File: config.mk
export PLATFORM = sky130hd
export DESIGN_NAME = load_store_unit
export DESIGN_NICKNAME = d
export VERILOG_FILES = /design/src/rtl/load_store_unit.sv
export SDC_FILE = /design/constraint.sdc
export NUM_CORES = 1
export LEC_CHECK = 0
export BUFFER_PORTS_ARGS = -buffer_cell sky130_fd_sc_hd__buf_2
export CAP_MARGIN = 20
export CORE_UTILIZATION = 48
export CTS_CLUSTER_SIZE = 24
export DETAILED_ROUTE_END_ITERATION = 6
export GPL_TIMING_DRIVEN = 0
export PLACE_DENSITY = 0.77
export SYNTH_ARGS = -nofsm -noshare
export SYNTH_HDL_FRONTEND = slang
export SYNTH_SLANG_ARGS = --single-unit
export TNS_END_PERCENT = 30
File: constraint.sdc
create_clock -name clk -period 1.75 [get_ports clk]
set_input_delay 0.175 -clock clk [delete_from_list [all_inputs] [get_ports clk]]
set_output_delay 0.175 -clock clk [all_outputs]
set_load 0.02 [all_outputs]
File: src/rtl/load_store_unit.sv
// load_store_unit
//   Byte/half/word load-store engine between an RV32I core and a word-wide
//   data memory with an asynchronous read port. Sub-word stores are
//   done as read-modify-write (read word, merge lane, write word).
//
// Ports
//   clk, rst_n        rising-edge clock, asynchronous active-low reset
//   req_valid         core presents an access (accepted only while busy=0)
//   req_we            1 = store, 0 = load
//   funct3            RV32I width code (LB/LH/LW/LBU/LHU, SB/SH/SW)
//   addr, wdata       byte address and store data (sub-word data in low bits)
//   busy              high whenever the FSM is not IDLE
//   done, err         one-cycle completion pulse; err marks a rejected access
//   rdata             extended load result, held until the next load completes
//   mem_we, mem_a     data-memory write enable and word-aligned address
//   mem_wd, mem_rd    data-memory write word and asynchronous read word
//   dbg_state         current FSM state (IDLE=0, LOAD=1, RMW=2, STORE=3)
//
// Configuration
//   LSU_MISALIGN_TRAP_EN  defined: misaligned half/word accesses are rejected.
//                         undefined: misaligned accesses use the naturally
//                         aligned lane and only illegal funct3 is rejected.
//
// Handshake: a request transfers on a rising edge where req_valid=1 and
// busy=0 (busy acts as the inverse of ready). A request presented while
// busy=1 is dropped, not held; the core must re-present it. The done cycle
// is IDLE, so a new request can transfer on it (back-to-back operation).

module load_store_unit (
    input  logic        clk,
    input  logic        rst_n,
    input  logic        req_valid,
    input  logic        req_we,
    input  logic [2:0]  funct3,
    input  logic [31:0] addr,
    input  logic [31:0] wdata,
    output logic        busy,
    output logic        done,
    output logic        err,
    output logic [31:0] rdata,
    output logic        mem_we,
    output logic [31:0] mem_a,
    output logic [31:0] mem_wd,
    input  logic [31:0] mem_rd,
    output logic [1:0]  dbg_state
);

    typedef enum logic [1:0] {
        IDLE  = 2'd0,
        LOAD  = 2'd1,
        RMW   = 2'd2,
        STORE = 2'd3
    } state_t;

    state_t      state;
    logic [31:0] addr_q;
    logic [31:0] wdata_q;
    logic [2:0]  funct3_q;
    logic        we_q;
    logic [31:0] merge_q;

    logic        reject;
    logic [7:0]  byte_lane;
    logic [15:0] half_lane;
    logic [31:0] load_val;
    logic [31:0] merge_word;

    // Accept-time classification of the incoming request.
    always_comb begin
        reject = 1'b0;
        if (req_we)
            reject = funct3[2] | (funct3[1:0] == 2'b11);
        else
            reject = (funct3 == 3'b011) | (funct3[2:1] == 2'b11);
`ifdef LSU_MISALIGN_TRAP_EN
        if ((funct3[1:0] == 2'b01) && addr[0])
            reject = 1'b1;
        if ((funct3[1:0] == 2'b10) && (addr[1:0] != 2'b00))
            reject = 1'b1;
`endif
    end

    // Lane extraction and merge. Half lanes only look at addr_q[1] and
    // words ignore addr_q[1:0], which gives natural alignment when
    // misaligned accesses are allowed through.
    always_comb begin
        byte_lane = mem_rd[{addr_q[1:0], 3'b000} +: 8];
        half_lane = addr_q[1] ? mem_rd[31:16] : mem_rd[15:0];
        case (funct3_q)
            3'b000:  load_val = {{24{byte_lane[7]}}, byte_lane};
            3'b001:  load_val = {{16{half_lane[15]}}, half_lane};
            3'b100:  load_val = {24'd0, byte_lane};
            3'b101:  load_val = {16'd0, half_lane};
            default: load_val = mem_rd;
        endcase
        merge_word = mem_rd;
        if (funct3_q[0])
            merge_word[{addr_q[1], 4'b0000} +: 16] = wdata_q[15:0];
        else
            merge_word[{addr_q[1:0], 3'b000} +: 8] = wdata_q[7:0];
    end

    always_ff @(posedge clk or negedge rst_n) begin
        if (!rst_n) begin
            state    <= IDLE;
            addr_q   <= 32'd0;
            wdata_q  <= 32'd0;
            funct3_q <= 3'd0;
            we_q     <= 1'b0;
            merge_q  <= 32'd0;
            rdata    <= 32'd0;
            done     <= 1'b0;
            err      <= 1'b0;
        end else begin
            done <= 1'b0;
            err  <= 1'b0;
            case (state)
                IDLE: begin
                    if (req_valid) begin
                        addr_q   <= addr;
                        wdata_q  <= wdata;
                        funct3_q <= funct3;
                        we_q     <= req_we;
                        if (reject) begin
                            done <= 1'b1;
                            err  <= 1'b1;
                        end else if (!req_we) begin
                            state <= LOAD;
                        end else if (funct3[1:0] == 2'b10) begin
                            state <= STORE;
                        end else begin
                            state <= RMW;
                        end
                    end
                end
                LOAD: begin
                    rdata <= load_val;
                    done  <= 1'b1;
                    state <= IDLE;
                end
                RMW: begin
                    merge_q <= merge_word;
                    state   <= STORE;
                end
                STORE: begin
                    done  <= 1'b1;
                    state <= IDLE;
                end
                default: state <= IDLE;
            endcase
        end
    end

    assign busy      = (state != IDLE);
    assign mem_we    = (state == STORE);
    assign mem_a     = {addr_q[31:2], 2'b00};
    // we_q is folded in so a full-word store always writes the captured data.
    assign mem_wd    = (we_q && (funct3_q[1:0] == 2'b10)) ? wdata_q : merge_q;
    assign dbg_state = state;

endmodule

; ---- Yosys cells after proc, flatten, opt, wreduce, memory -nomap -nowiden
; Index checks and enable logic that the tools add are counted.
; W data, S select, Z words.
[op_classes]
add_sub_neg = 2
n_eq_ne = 13
n_shift = 5
mux = 16
n_bitwise = 2
reduce_logical = 7
[op_table]
columns = cell, n
row1 = $pmux W32 S4, 1
row2 = $bwmux W32, 2
row3 = $mux W32, 2
row4 = $shift A16 B7 Y32 const A, 1
row5 = $shift A8 B7 Y32 const A, 1
row6 = $shiftx A16 B7 Y32, 1
row7 = $shiftx A32 B6 Y8, 1
row8 = $shiftx A8 B7 Y32, 1
row9 = $mux W16, 1
row10 = $neg A5 Y7, 2
row11 = $eq A2 B2 Y1 const B, 6
row12 = $eq A3 B3 Y1 const B, 2
row13 = $mux W2, 3
row14 = $pmux W2 S3, 1
row15 = $mux W1, 5
row16 = $ne A2 B2 Y1 const B, 2
row17 = $reduce_and A2 Y1, 2
row18 = $eq A3 B1 Y1 const B, 1
row19 = $eq A3 B2 Y1 const B, 1
row20 = $logic_not A3 Y1, 1
row21 = $eq A2 B1 Y1 const B, 1
row22 = $logic_not A2 Y1, 1
row23 = $or A1 B1 Y1, 2
row24 = $pmux W1 S2, 1
row25 = other kinds (3), 3
[word_totals]
regBits = 136
inputBits = 103
out_inout_bits = 102
word_cells = 54

; ---- Logic depth before layout (Yosys ltp)
[depth]
word_depth = 6
ltp_mapped = 7
depth_no_buf = 6

; ---- Worst setup path before layout
; Ideal clock, no wire load.
[synth_timing]
kind = register to register
start = register addr_q[0]
end = register merge_q[10]
setup_time_ps = 82
t_arrival_ps = 1718
required_ps = 1668
slack_ps = -50
path_stages_with_launch = 8
path_buffers = 1
synth_period_minus_slack_ps = 1800
path_cell_list = dfrtp_1 > buf_6 > inv_1 > ha_1 > nand3_1 > nor3_1 > nand2_1 > a31oi_1
[synth_between]
elab_chain_len = 4
word_cells_on_any_way = 5
cone_classes = add/sub (1) / shift (2) / mux (2)
[synth_rtl]
columns = element, line
row1 = "start, declared", 56  ; logic [31:0] addr_q;
row2 = "start signal, assigned", 120  ; addr_q <= addr;
row3 = $neg A5 Y7 (*), 100  ; merge_word[{addr_q[1:0], 3'b000} +: 8] = wdata_q[7:0];
row4 = $shiftx A8 B7 Y32 / $shift A8 B7 Y32 (equally long branches), 100
row5 = $bwmux W32 (*), 100
row6 = $mux W32 (*), 97  ; if (funct3_q[0])
row7 = "end signal, assigned", 142  ; merge_q <= merge_word;
row8 = "end, declared", 60  ; logic [31:0] merge_q;
; Mark *: on every way between the ends. The rest lies on a longest branch, timed or not.
; A chain may end at the register's enable or synchronous reset.

; ---- Worst setup path in the final report
[layout_timing]
start = register funct3_q[0]
end = output port mem_wd[10]
[layout_between]
elab_chain_len = 3
[layout_rtl]
columns = element, line
row1 = "start, declared", 58  ; logic [2:0] funct3_q;
row2 = "start signal, assigned", 122  ; funct3_q <= funct3;
row3 = $eq A2 B2 Y1, 158  ; assign mem_wd = (we_q && (funct3_q[1:0] == 2'b10)) ? wdata_q : merge_q;
row4 = $logic_and A1 B1 Y1, 158
row5 = $mux W32, 158
row6 = "end, declared", 43  ; output logic [31:0] mem_wd,
; Every way passes these cells.

==> metrics.cfg <==
[status]
status = finished, violations left
violations = design-rule violations, negative setup slack

[global_route]
grt_pass1_vias = 6944
grt_max_degree = 97
grt_pass1_wl_um = 37300
grt_usage_pct = 31.0
antenna_found_initial = 0
overflow = 0

[critical_path]
cp_slowest_stage_delay_ns = 0.46
worst-path-max-fanout = 5
crit_chain = inv_8 > nand3_4 > buf_12 > buf_8 > mux2_4 > buf_6
required_ns = 1.57
arrival_ns = 1.80
timing.rr.start = addr_q[1]
startpoint_type = flip-flop
crit_start = funct3_q[0]
end_kind = output port
path_class = reg2out
crit_slowest_cell = dfrtp_2

[yosys]
synth_edf_count = 0
synth-simple-area-share_pct = 8.58
synth-xor-area-share_pct = 0
synth_top_family_by_area = multiplexers
netlist_instances = 669
yosys.area.top_type_share_pct = 46.9
synth_compound_area_share_pct = 14.8
ys_ff_latch = 136
yosysUniqueCellTypes = 42
ys_warn_count = 0
yosys_most_used_dff = dfrtp_1
synth_commonest_cells = dfrtp_1, mux2_2, nand2_1, buf_4, a21oi_1
yosysSeqAreaShare_pct = 46.9
syn_area_um2 = 7250
synthMuxAreaShare_pct = 21.6
synth_area_leaders = dfrtp_1, mux2_2, nand2_1
yosysMostFrequentCell = dfrtp_1
syn_avg_cell_area_um2 = 10.8
yosysTopAreaCell = dfrtp_1
async_flop_share_pct = 100
synthAdderAreaFrac_pct = 0.863

[power]
power.switching_mw = 8.93
switching_share_pct = 41.1
power_density_nw_per_um2 = 2060
peakVddDrop_uv = 1700
seqPwrFrac_pct = 27.8
clkPwrFrac_pct = 17.2
power_mw = 21.7
pwr-share-comb_pct = 55.1
p_int_mw = 12.8
power_leakage_nw = 4.85

[detailed_routing]
ant_nets = 0
drt-vias-per-instance = 5.78
drt-initial-drc-count = 575
vias = 6834
drc = 19
first_pass_iters = 7
wl_per_cell_um = 20.1
wirelength_um = 23800

[timing]
finalSetupViolCount = 64
min_period_ns = 1.97
fmax_mhz = 507
hold_violations = 0
timing.final.ws_setup_ns = -0.224
grt_setup_unrepaired = yes
relSlewSlack_pct = 64.0
finalClockSkew_ns = 0.00563
worst_pin_slew_ns = 0.540
final_max_slew_viol_count = 0
finalCritPeriodShare_pct = 113

[floorplan]
rows = 44
die_h_um = 125
core_area_um2 = 14600
die-area_um2 = 15600
ioPinCount = 205
floorplan.initialDensity_pct = 49.5
die_w_um = 125

[layout]
seqCellArea_um2 = 3410
drive_gt1_share_pct = 47.6
finish.instance_area_um2 = 10500
area_delta_synth_final_pct = 45.5
n_fill_cell = 1002
multi_input_area_um2 = 3520
n_antenna_cell = 0
nets = 1093
final_core_util_pct = 72.0

[clock_network]
cts_root_buf = clkbuf_16
cts_inserted_buffers = 17
clk_latency_ns = 0.42
cts_buffer_depth = 2
cts_tree = yes
htreeDepth = 4
cts.sinks = 136
path_clk_slew_ns = 0.06

[place]
place.port_buffers = 202
gp_congestion = 0.955
place_area_um2 = 8530
dp_hpwl_um = 15100

[worst_hold_path]
hold_path.class = in2reg
hp-start = funct3[0]

[run]
maxCapViolCount = 0

## timing repair
action                                 CTS  global route
setup endpoints to repair              144           155
endpoints found under the hold margin  103             0
pin swaps                               11            20
gates resized for setup                102            46
buffers inserted                        24             6
hold buffers                            64             0
cloned                                   2             0
## cell type report
| cell class | instances | area share, % |
|---|---|---|
| Multi-Input combinational cell | 448 | 33.4 |
| Sequential cell | 136 | 32.3 |
| Timing Repair Buffer | 298 | 20.7 |
| Buffer | 75 | 5.11 |
| Clock buffer | 18 | 4.16 |
| Tap cell | 184 | 2.18 |
| Clock inverter | 14 | 1.65 |
| Inverter | 9 | 0.463 |
## routing by layer
layer,share of wire [%],track usage (%)
met2,49,51.1
met1,39,38.2
met3,7.4,6.62
met5,0,0
met4,4.4,16.7
## logic make-up after synthesis
| group | after synthesis |
|---|---|
| compound gates | 158 |
| fa+ha+maj | 5 |
| buf+inv | 86 |
| flops | 136 |
| mux | 140 |
| other cells | 1 |
| simple gates | 143 |
## cells in the final DEF, fill, tap and decap left out, types with 7 or more instances in the layout
cell	count
a22o_1	8
nand3_1	7
clkbuf_1	13
a311oi_1	8
a21oi_1	27
o21ai_0	23
mux2_2	105
o22ai_1	21
a221o_1	8
a211oi_1	17
nand2_1	83
a221oi_1	9
mux2i_1	17
mux2_4	13
buf_6	49
buf_4	52
nor2_1	26
o31ai_1	7
clkbuf_16	17
a31oi_1	22
dlygate4sd3_1	64
buf_2	182
dfrtp_1	133
## power groups by stage
stage	Combinational [mW]	Clock [mW]	Sequential [mW]
after floorplan	6.71	0	6.01
after global placement	9.46	0	5.92
after detailed placement	9.61	0	5.98
after CTS	11.3	3.77	5.94
after global routing	12.7	3.93	6.22
final	12.0	3.73	6.03
## sequential cells by signal (all words and copies together), names as in the netlist
register   flops
we_q           1
funct3_q       3
addr_q        32
wdata_q       32
dbg_state      2
merge_q       32
err            1
rdata         32
done           1
## metrics by stage
stage / worst slack [ns] / hold WS, ns / setup TNS [ns] / std cells
2_1_floorplan: -0.0311 / -0.121 / -0.188 / 670
6_report: -0.224 / 0.0210 / -7.92 / 1182
5_1_grt: -0.258 / 0.0187 / -12.18 / 1182
3_5_place_dp: -0.428 / 0.113 / -22.73 / 1057
4_1_cts: -0.256 / 0.000458 / -14.75 / 1179
3_3_place_gp: -1.41 / 0.391 / -210.87 / 1056
## worst max-delay path, delay by kind of cell, from the launching register on
family        cells  cell delay (ns)
mux               1             0.31
buf+inv           4             0.50
flops             1             0.46
simple gates      1             0.10
## path summary, 6_finish.rpt
path,end,slack (ns),cells past startpoint
max,mem_wd[10],-0.22,6
min,funct3_q[0],0.02,3
max reg2reg,merge_q[14],-0.17,8
min reg2reg,addr_q[22],0.48,1
max in group asynchronous,addr_q[21],0.65,3
min in group asynchronous,err,0.28,2
No activity file was read; power rests on OpenSTA's default activity.
